File: config.mk
export PLATFORM = sky130hd
export DESIGN_NAME = urv_rf_wb_arbiter
export DESIGN_NICKNAME = d
export VERILOG_FILES = /design/src/rtl/urv_rf_wb_arbiter_pkg.sv /design/src/rtl/urv_rr_arb2.sv /design/src/rtl/urv_rf_wb_arbiter.sv
export SDC_FILE = /design/constraint.sdc
export NUM_CORES = 1
export LEC_CHECK = 0
export CORE_MARGIN = 5
export CORE_UTILIZATION = 51
export DETAILED_ROUTE_END_ITERATION = 10
export HOLD_SLACK_MARGIN = 0.15
export PLACE_DENSITY_LB_ADDON = 0.2
export SLEW_MARGIN = 20
export SYNTH_ARGS = -nofsm -noshare
export SYNTH_HDL_FRONTEND = slang
export SYNTH_HIERARCHICAL = 1
export SYNTH_SLANG_ARGS = --single-unit
File: constraint.sdc
create_clock -name clk_i -period 8.66 [get_ports clk_i]
set_clock_uncertainty 0.2 [all_clocks]
set_input_delay 2.598 -clock clk_i [delete_from_list [all_inputs] [get_ports clk_i]]
set_output_delay 2.598 -clock clk_i [all_outputs]
set_load 0.05 [all_outputs]
File: src/rtl/urv_rf_wb_arbiter_pkg.sv
// Shared constants and helpers for the register-file write-port arbiter.
package urv_rf_wb_arbiter_pkg;

  localparam int URV_NREGS = 32;
  localparam int URV_XLEN  = 32;
  localparam int URV_RIDX  = 5;

  // Source that owns the register-file write port in a given cycle.
  typedef enum logic [1:0] {
    SRC_NONE = 2'd0,
    SRC_PIPE = 2'd1,
    SRC_BUF  = 2'd2,
    SRC_DBG  = 2'd3
  } wb_src_e;

  // One-hot mask over x1..x31; x0 never maps to a bit.
  function automatic logic [URV_NREGS-1:1] reg_mask(input logic [URV_RIDX-1:0] idx);
    logic [URV_NREGS-1:1] mask;
    mask = '0;
    for (int i = 1; i < URV_NREGS; i++) begin
      mask[i] = (idx == i[URV_RIDX-1:0]);
    end
    return mask;
  endfunction

endpackage

File: src/rtl/urv_rr_arb2.sv
// Two-way round-robin arbiter. The pointer favours the requester that was
// not granted most recently; after reset it favours requester 0.
module urv_rr_arb2 (
  input  logic       clk_i,
  input  logic       rst_i,
  input  logic       en_i,
  input  logic [1:0] req_i,
  output logic [1:0] gnt_o
);

  logic ptr_q;

  // Grant decision: a lone requester always wins, a tie follows the pointer.
  always_comb begin
    gnt_o = 2'b00;
    if (en_i) begin
      if (req_i[0] && (!req_i[1] || !ptr_q)) begin
        gnt_o[0] = 1'b1;
      end else if (req_i[1]) begin
        gnt_o[1] = 1'b1;
      end
    end
  end

  // Pointer moves to the other requester whenever a grant is issued.
  always_ff @(posedge clk_i or negedge rst_i) begin
    if (!rst_i) begin
      ptr_q <= 1'b0;
    end else if (|gnt_o) begin
      ptr_q <= gnt_o[0];
    end
  end

endmodule

File: src/rtl/urv_rf_wb_arbiter.sv
// Register-file write-port arbiter with long-latency skid buffer and
// pending-register scoreboard driving the decode stall.
module urv_rf_wb_arbiter
  import urv_rf_wb_arbiter_pkg::*;
(
  input  logic                clk_i,
  input  logic                rst_i,
  input  logic [URV_RIDX-1:0] w_rd_i,
  input  logic [URV_XLEN-1:0] w_rd_value_i,
  input  logic                w_rd_store_i,
  input  logic                lu_issue_i,
  input  logic [URV_RIDX-1:0] lu_issue_rd_i,
  input  logic                lu_valid_i,
  input  logic [URV_RIDX-1:0] lu_rd_i,
  input  logic [URV_XLEN-1:0] lu_value_i,
  output logic                lu_ready_o,
  input  logic                dbg_valid_i,
  input  logic [URV_RIDX-1:0] dbg_rd_i,
  input  logic [URV_XLEN-1:0] dbg_value_i,
  output logic                dbg_ready_o,
  input  logic                d_valid_i,
  input  logic [URV_RIDX-1:0] d_rs1_i,
  input  logic [URV_RIDX-1:0] d_rs2_i,
  input  logic [URV_RIDX-1:0] d_rd_i,
  output logic                hazard_stall_o,
  output logic [URV_RIDX-1:0] rf_rd_o,
  output logic [URV_XLEN-1:0] rf_rd_value_o,
  output logic                rf_rd_store_o
);

  logic                 buf_valid_q;
  logic [URV_RIDX-1:0]  buf_rd_q;
  logic [URV_XLEN-1:0]  buf_value_q;
  logic [URV_NREGS-1:1] pending_q;
  logic [URV_NREGS-1:0] pending_vec;
  logic [1:0]           arb_gnt;
  logic                 buf_gnt;
  wb_src_e              win_src;
  logic [URV_RIDX-1:0]  win_rd;
  logic [URV_XLEN-1:0]  win_value;

  // Buffer is granted only when the pipeline is idle; the arbiter is gated off
  // so its pointer is untouched by pipeline cycles.
  urv_rr_arb2 u_arb (
    .clk_i (clk_i),
    .rst_i (rst_i),
    .en_i  (!w_rd_store_i),
    .req_i ({dbg_valid_i, buf_valid_q}),
    .gnt_o (arb_gnt)
  );

  assign buf_gnt     = arb_gnt[0];
  assign dbg_ready_o = arb_gnt[1];
  assign lu_ready_o  = !buf_valid_q;

  // Winner selection: pipeline first, then whichever the arbiter granted.
  always_comb begin
    win_src   = SRC_NONE;
    win_rd    = w_rd_i;
    win_value = w_rd_value_i;
    if (w_rd_store_i) begin
      win_src = SRC_PIPE;
    end else if (buf_gnt) begin
      win_src = SRC_BUF;
    end else if (dbg_ready_o) begin
      win_src = SRC_DBG;
    end
    case (win_src)
      SRC_BUF: begin
        win_rd    = buf_rd_q;
        win_value = buf_value_q;
      end
      SRC_DBG: begin
        win_rd    = dbg_rd_i;
        win_value = dbg_value_i;
      end
      default: begin
        win_rd    = w_rd_i;
        win_value = w_rd_value_i;
      end
    endcase
  end

  // Skid buffer: capture when empty, free on the edge it is granted.
  always_ff @(posedge clk_i or negedge rst_i) begin
    if (!rst_i) begin
      buf_valid_q <= 1'b0;
      buf_rd_q    <= '0;
      buf_value_q <= '0;
    end else if (lu_valid_i && lu_ready_o) begin
      buf_valid_q <= 1'b1;
      buf_rd_q    <= lu_rd_i;
      buf_value_q <= lu_value_i;
    end else if (buf_gnt) begin
      buf_valid_q <= 1'b0;
    end
  end

  // Register the winner; x0 writes are consumed but never enable the write.
  always_ff @(posedge clk_i or negedge rst_i) begin
    if (!rst_i) begin
      rf_rd_o       <= '0;
      rf_rd_value_o <= '0;
      rf_rd_store_o <= 1'b0;
    end else if (win_src != SRC_NONE) begin
      rf_rd_o       <= win_rd;
      rf_rd_value_o <= win_value;
      rf_rd_store_o <= (win_rd != '0);
    end else begin
      rf_rd_store_o <= 1'b0;
    end
  end

  // Scoreboard: a re-issue on the clearing edge keeps the register pending.
  always_ff @(posedge clk_i or negedge rst_i) begin
    if (!rst_i) begin
      pending_q <= '0;
    end else begin
      pending_q <= (pending_q & ~(buf_gnt ? reg_mask(buf_rd_q) : '0))
                 | (lu_issue_i ? reg_mask(lu_issue_rd_i) : '0);
    end
  end

  assign pending_vec    = {pending_q, 1'b0};
  assign hazard_stall_o = d_valid_i && (pending_vec[d_rs1_i] || pending_vec[d_rs2_i]
                                        || pending_vec[d_rd_i]);

endmodule

==> results.py, run 1 <==
metrics = {
    "critical_path": {
        "cpPeakStageDelay_ns": 0.85,
        "data_required_time_of_the_worst_path_ns": 5.86,
        "rr_endpoint": "rf_rd_store_o",
        "path_cells": "clkdlybuf4s50_1 > mux2_1 > a221oi_1 > a2111oi_2 > a2111oi_1 > a41oi_1 > clkdlybuf4s50_1",
        "critPathKind": "in -> out",
        "worst-r2r-setup-slack_ns": 6.10,
        "worstRegToRegCells": 8,
        "worst_path_most_repeated_cell": "sky130_fd_sc_hd__clkdlybuf4s50_1",
        "worst_setup_path_start_kind": "primary input",
        "path_max_fanout": 14,
        "critical-path-slowest-cell": "sky130_fd_sc_hd__clkdlybuf4s50_1",
        "worstReg2RegStart": "buf_valid_q",
        "cp-end-kind": "primary output",
        "cp_data_arrival_time_ns": 5.39,
    },
    "clocking": {
        "htree_num_levels": 3,
        "postCtsSetupBuffers": 0,
        "clk_transition_reported_paths_ns": 0.09,
        "max-clock-path-buffers": 2,
        "clock_tree_from_tritoncts": "built",
        "cts-root-buf": "sky130_fd_sc_hd__clkbuf_8",
        "post_cts_resize_count": 0,
        "ctsHoldBuffers": 0,
        "cts.sinks": 108,
        "clk_latency_ns": 0.38,
        "inserted_clock_buffers": 9,
    },
    "synthesis": {
        "postSynthCellCount": 593,
        "synth_flop_cell": "sky130_fd_sc_hd__dfrtp_1",
        "ys_top_cells_by_area": "sky130_fd_sc_hd__dfrtp_1 48%, sky130_fd_sc_hd__o21ai_0 10%, sky130_fd_sc_hd__mux2_2 5.6%",
        "post_synth.cell_area_avg_um2": 9.51,
        "synth.distinct_cells": 49,
        "synth-edff-count": 0,
        "synthesis.yosys.warnings": 6,
        "synth_top_area_cell": "sky130_fd_sc_hd__dfrtp_1",
        "postSynthRegisterBits": 108,
        "syn-num-nets": 731,
        "post_synth_instance_area_mm2": 0.00564,
        "synth-seq-area-share_pct": 47.9,
        "synth_async_sr_flop_share_pct": 100,
        "synth_top_area_share_pct": 47.9,
    },
    "timing": {
        "report.final.setup_viol": 0,
        "final-max-slew-violation-count": 0,
        "post-route-period-util_pct": 94.5,
        "setup_repair_after_global_routing_missed_its_margin": "false",
        "hold_viol_final": 0,
        "timing.fmax_ghz": 0.122,
        "worstMarginPinSlew_ns": 0.868,
        "final.setup.tns_ns": 0,
        "layout_min_cycle_time_ns": 8.19,
        "timing.max_slew.rel_slack_pct": 42.1,
    },
    "routing": {
        "drc": 0,
        "dr.pass1.iters": 5,
        "routed_wirelength_um": 17900,
        "vias_per_cell": 6.02,
        "ant_nets": 0,
        "via_count": 5390,
        "wl_per_cell_um": 19.9,
        "initialDrtViolationCount": 385,
    },
    "layout": {
        "diodes": 0,
        "utilization_pct": 71.3,
        "nets": 889,
        "finish.instance_area_mm2": 0.00773,
        "final_layout_size_suffix_gt1_share_pct": 9.66,
        "layout-area-overhead-vs-synth_pct": 37.1,
        "final_cells": 896,
    },
    "floorplan": {
        "die_width_um": 115,
        "die-area_mm2": 0.0133,
        "floorplan.initialDensity_pct": 52.0,
        "die_boundary_height_um": 115,
        "pin_count": 179,
        "row_count": 38,
        "core_area_mm2": 0.0108,
    },
    "place": {
        "portBuffers": 178,
        "final_wtd_congestion": 0.946,
        "placement_cell_area_mm2": 0.00750,
        "dp.final_hpwl_um": 12900,
        "numPlacedInstances": 880,
    },
    "power": {
        "cellLeakagePower_nw": 3.04,
        "worst_vdd_ir_uv": 159,
        "power_density_mw_per_mm2": 282,
    },
    "global_routing": {
        "grt_usage_pct": 27.8,
        "wire_length_of_the_first_global_routing_pass_um": 28700,
        "antenna_found_initial": 0,
        "maximum_number_of_pins_on_one_net_before_global_route_repair": 68,
        "first_global_vias": 5621,
        "grt_overflow": 0,
    },
    "worst_hold_path": {
        "holdCritPathClass": "reg -> reg",
        "hold_start": "rf_rd_o[0]",
        "worstHoldPathCells": 2,
        "hold-path-endpoint": "rf_rd_o[0]",
    },
    "flow_run": {
        "maxCapViolations": 0,
    },
    "status": {
        "status": "completed",
    },
}
[cell type report]
type / instances / area (µm²)
repair buffers: 185 / 1840
flip-flops and latches: 108 / 2700
inverters: 25 / 93.8
clock buffers: 14 / 193
clock inverters: 2 / 38.8
multi-input cells: 422 / 2690
well taps: 140 / 175
fillers: 855 / 3110
[worst max-delay path by stage]
| stage | startpoint | endpoint | cells past startpoint |
|---|---|---|---|
| after floorplan | d_rd_i[2] | hazard_stall_o | 5 |
| after detailed placement | d_rs2_i[2] | hazard_stall_o | 7 |
| after global routing | d_rs1_i[0] | hazard_stall_o | 7 |
| after CTS | d_rs2_i[2] | hazard_stall_o | 7 |
| final | d_rs2_i[2] | hazard_stall_o | 7 |
| after global placement | d_rs2_i[2] | hazard_stall_o | 7 |
[routing by layer]
layer	part of all wire, %	routed length (µm)	track usage (%)
met5	0	0	0
met3	10	1800	7.95
met1	39	7000	35.3
met2	48	8670	45.4
met4	2.2	401	10.4
[registers in the layout, summed over array words and instances, names as in the netlist]
name,count
rf_rd_store_o,1
u_arb/ptr_q,1
buf_rd_q,5
pending_q,31
buf_valid_q,1
buf_value_q,32
rf_rd_value_o,32
rf_rd_o,5
[Yosys cell counts (2+ instances only)]
master / number
sky130_fd_sc_hd__dfrtp_1: 108
sky130_fd_sc_hd__inv_1: 25
sky130_fd_sc_hd__a41oi_1: 2
sky130_fd_sc_hd__mux2_1: 3
sky130_fd_sc_hd__nand4_1: 2
sky130_fd_sc_hd__buf_6: 3
sky130_fd_sc_hd__nand2b_1: 6
sky130_fd_sc_hd__buf_1: 5
sky130_fd_sc_hd__a31oi_1: 3
sky130_fd_sc_hd__nor3_1: 2
sky130_fd_sc_hd__o22ai_1: 34
sky130_fd_sc_hd__mux2_2: 28
sky130_fd_sc_hd__nor2b_1: 10
sky130_fd_sc_hd__a2111oi_0: 3
sky130_fd_sc_hd__nand2_1: 70
sky130_fd_sc_hd__o21ai_0: 115
sky130_fd_sc_hd__mux4_2: 13
sky130_fd_sc_hd__buf_2: 2
sky130_fd_sc_hd__mux2i_1: 8
sky130_fd_sc_hd__clkbuf_1: 25
sky130_fd_sc_hd__nor2_1: 44
sky130_fd_sc_hd__nand3_1: 9
sky130_fd_sc_hd__or2_0: 2
sky130_fd_sc_hd__mux4_1: 2
sky130_fd_sc_hd__a22oi_1: 5
sky130_fd_sc_hd__nor3b_1: 2
sky130_fd_sc_hd__a311o_1: 2
sky130_fd_sc_hd__a21oi_1: 39
[worst max-delay path: cells and delay by family]
family          cells  cell delay [ns]
buf+inv             2             1.58
compound gates      4             0.83
mux                 1             0.38
[placed cells by master (no fill, tap or decap), types with 2 or more instances in the layout]
cell and n:
sky130_fd_sc_hd__nand2_1 70, sky130_fd_sc_hd__mux4_2 13, sky130_fd_sc_hd__nand2b_1 6, sky130_fd_sc_hd__nor3_1 2, sky130_fd_sc_hd__nand3_1 9, sky130_fd_sc_hd__nand4_1 2, sky130_fd_sc_hd__a41oi_1 2, sky130_fd_sc_hd__clkdlybuf4s50_1 176
sky130_fd_sc_hd__a22oi_1 5, sky130_fd_sc_hd__a21oi_4 2, sky130_fd_sc_hd__mux2i_1 8, sky130_fd_sc_hd__mux4_1 2, sky130_fd_sc_hd__a21oi_1 37, sky130_fd_sc_hd__a311o_1 2, sky130_fd_sc_hd__nor2_1 44, sky130_fd_sc_hd__dfrtp_1 108
sky130_fd_sc_hd__clkbuf_8 14, sky130_fd_sc_hd__nor3b_1 2, sky130_fd_sc_hd__a2111oi_0 3, sky130_fd_sc_hd__inv_1 24, sky130_fd_sc_hd__or2_0 2, sky130_fd_sc_hd__mux2_2 28, sky130_fd_sc_hd__o21ai_0 115, sky130_fd_sc_hd__nor2b_1 9
sky130_fd_sc_hd__buf_4 8, sky130_fd_sc_hd__mux2_1 3, sky130_fd_sc_hd__o22ai_1 34, sky130_fd_sc_hd__a31oi_1 3
[stage by stage]
stage | hold slack [ns] | setup WS [ns] | power (mW)
after detailed placement | 0.262 | 0.489 | 1.84
after global placement | 0.258 | 0.516 | 1.81
after CTS | 0.283 | 0.487 | 2.18
after floorplan | 0.275 | 1.42 | 1.46
after global routing | 0.320 | 0.261 | 2.31
final | 0.282 | 0.474 | 2.18
[report_power, final]
group          internal (mW)  switching, mW  leakage, nW
Sequential             0.716          0.196         1.26
Clock                  0.174          0.169        0.119
Combinational          0.401          0.525         1.67
[cells by family (layout without fill, tap and decap cells)]
kind of cell	count (synthesis)	in the layout	share of synthesized area, %
flip-flops	108	108	47.9
buffers and inverters	63	226	4.99
AO/OA/AOI/OAI	215	215	21.5
multiplexers	54	54	13.7
AND/OR/NAND/NOR	153	153	11.8
Power figures use the tool's default switching activity.
==> run 2, diff against run 1 <==
- SKIP_CTS_REPAIR_TIMING: default -> 1
==> results of run 2 <==
No change in the layout: final DEF, timing and power equal those of run 1.
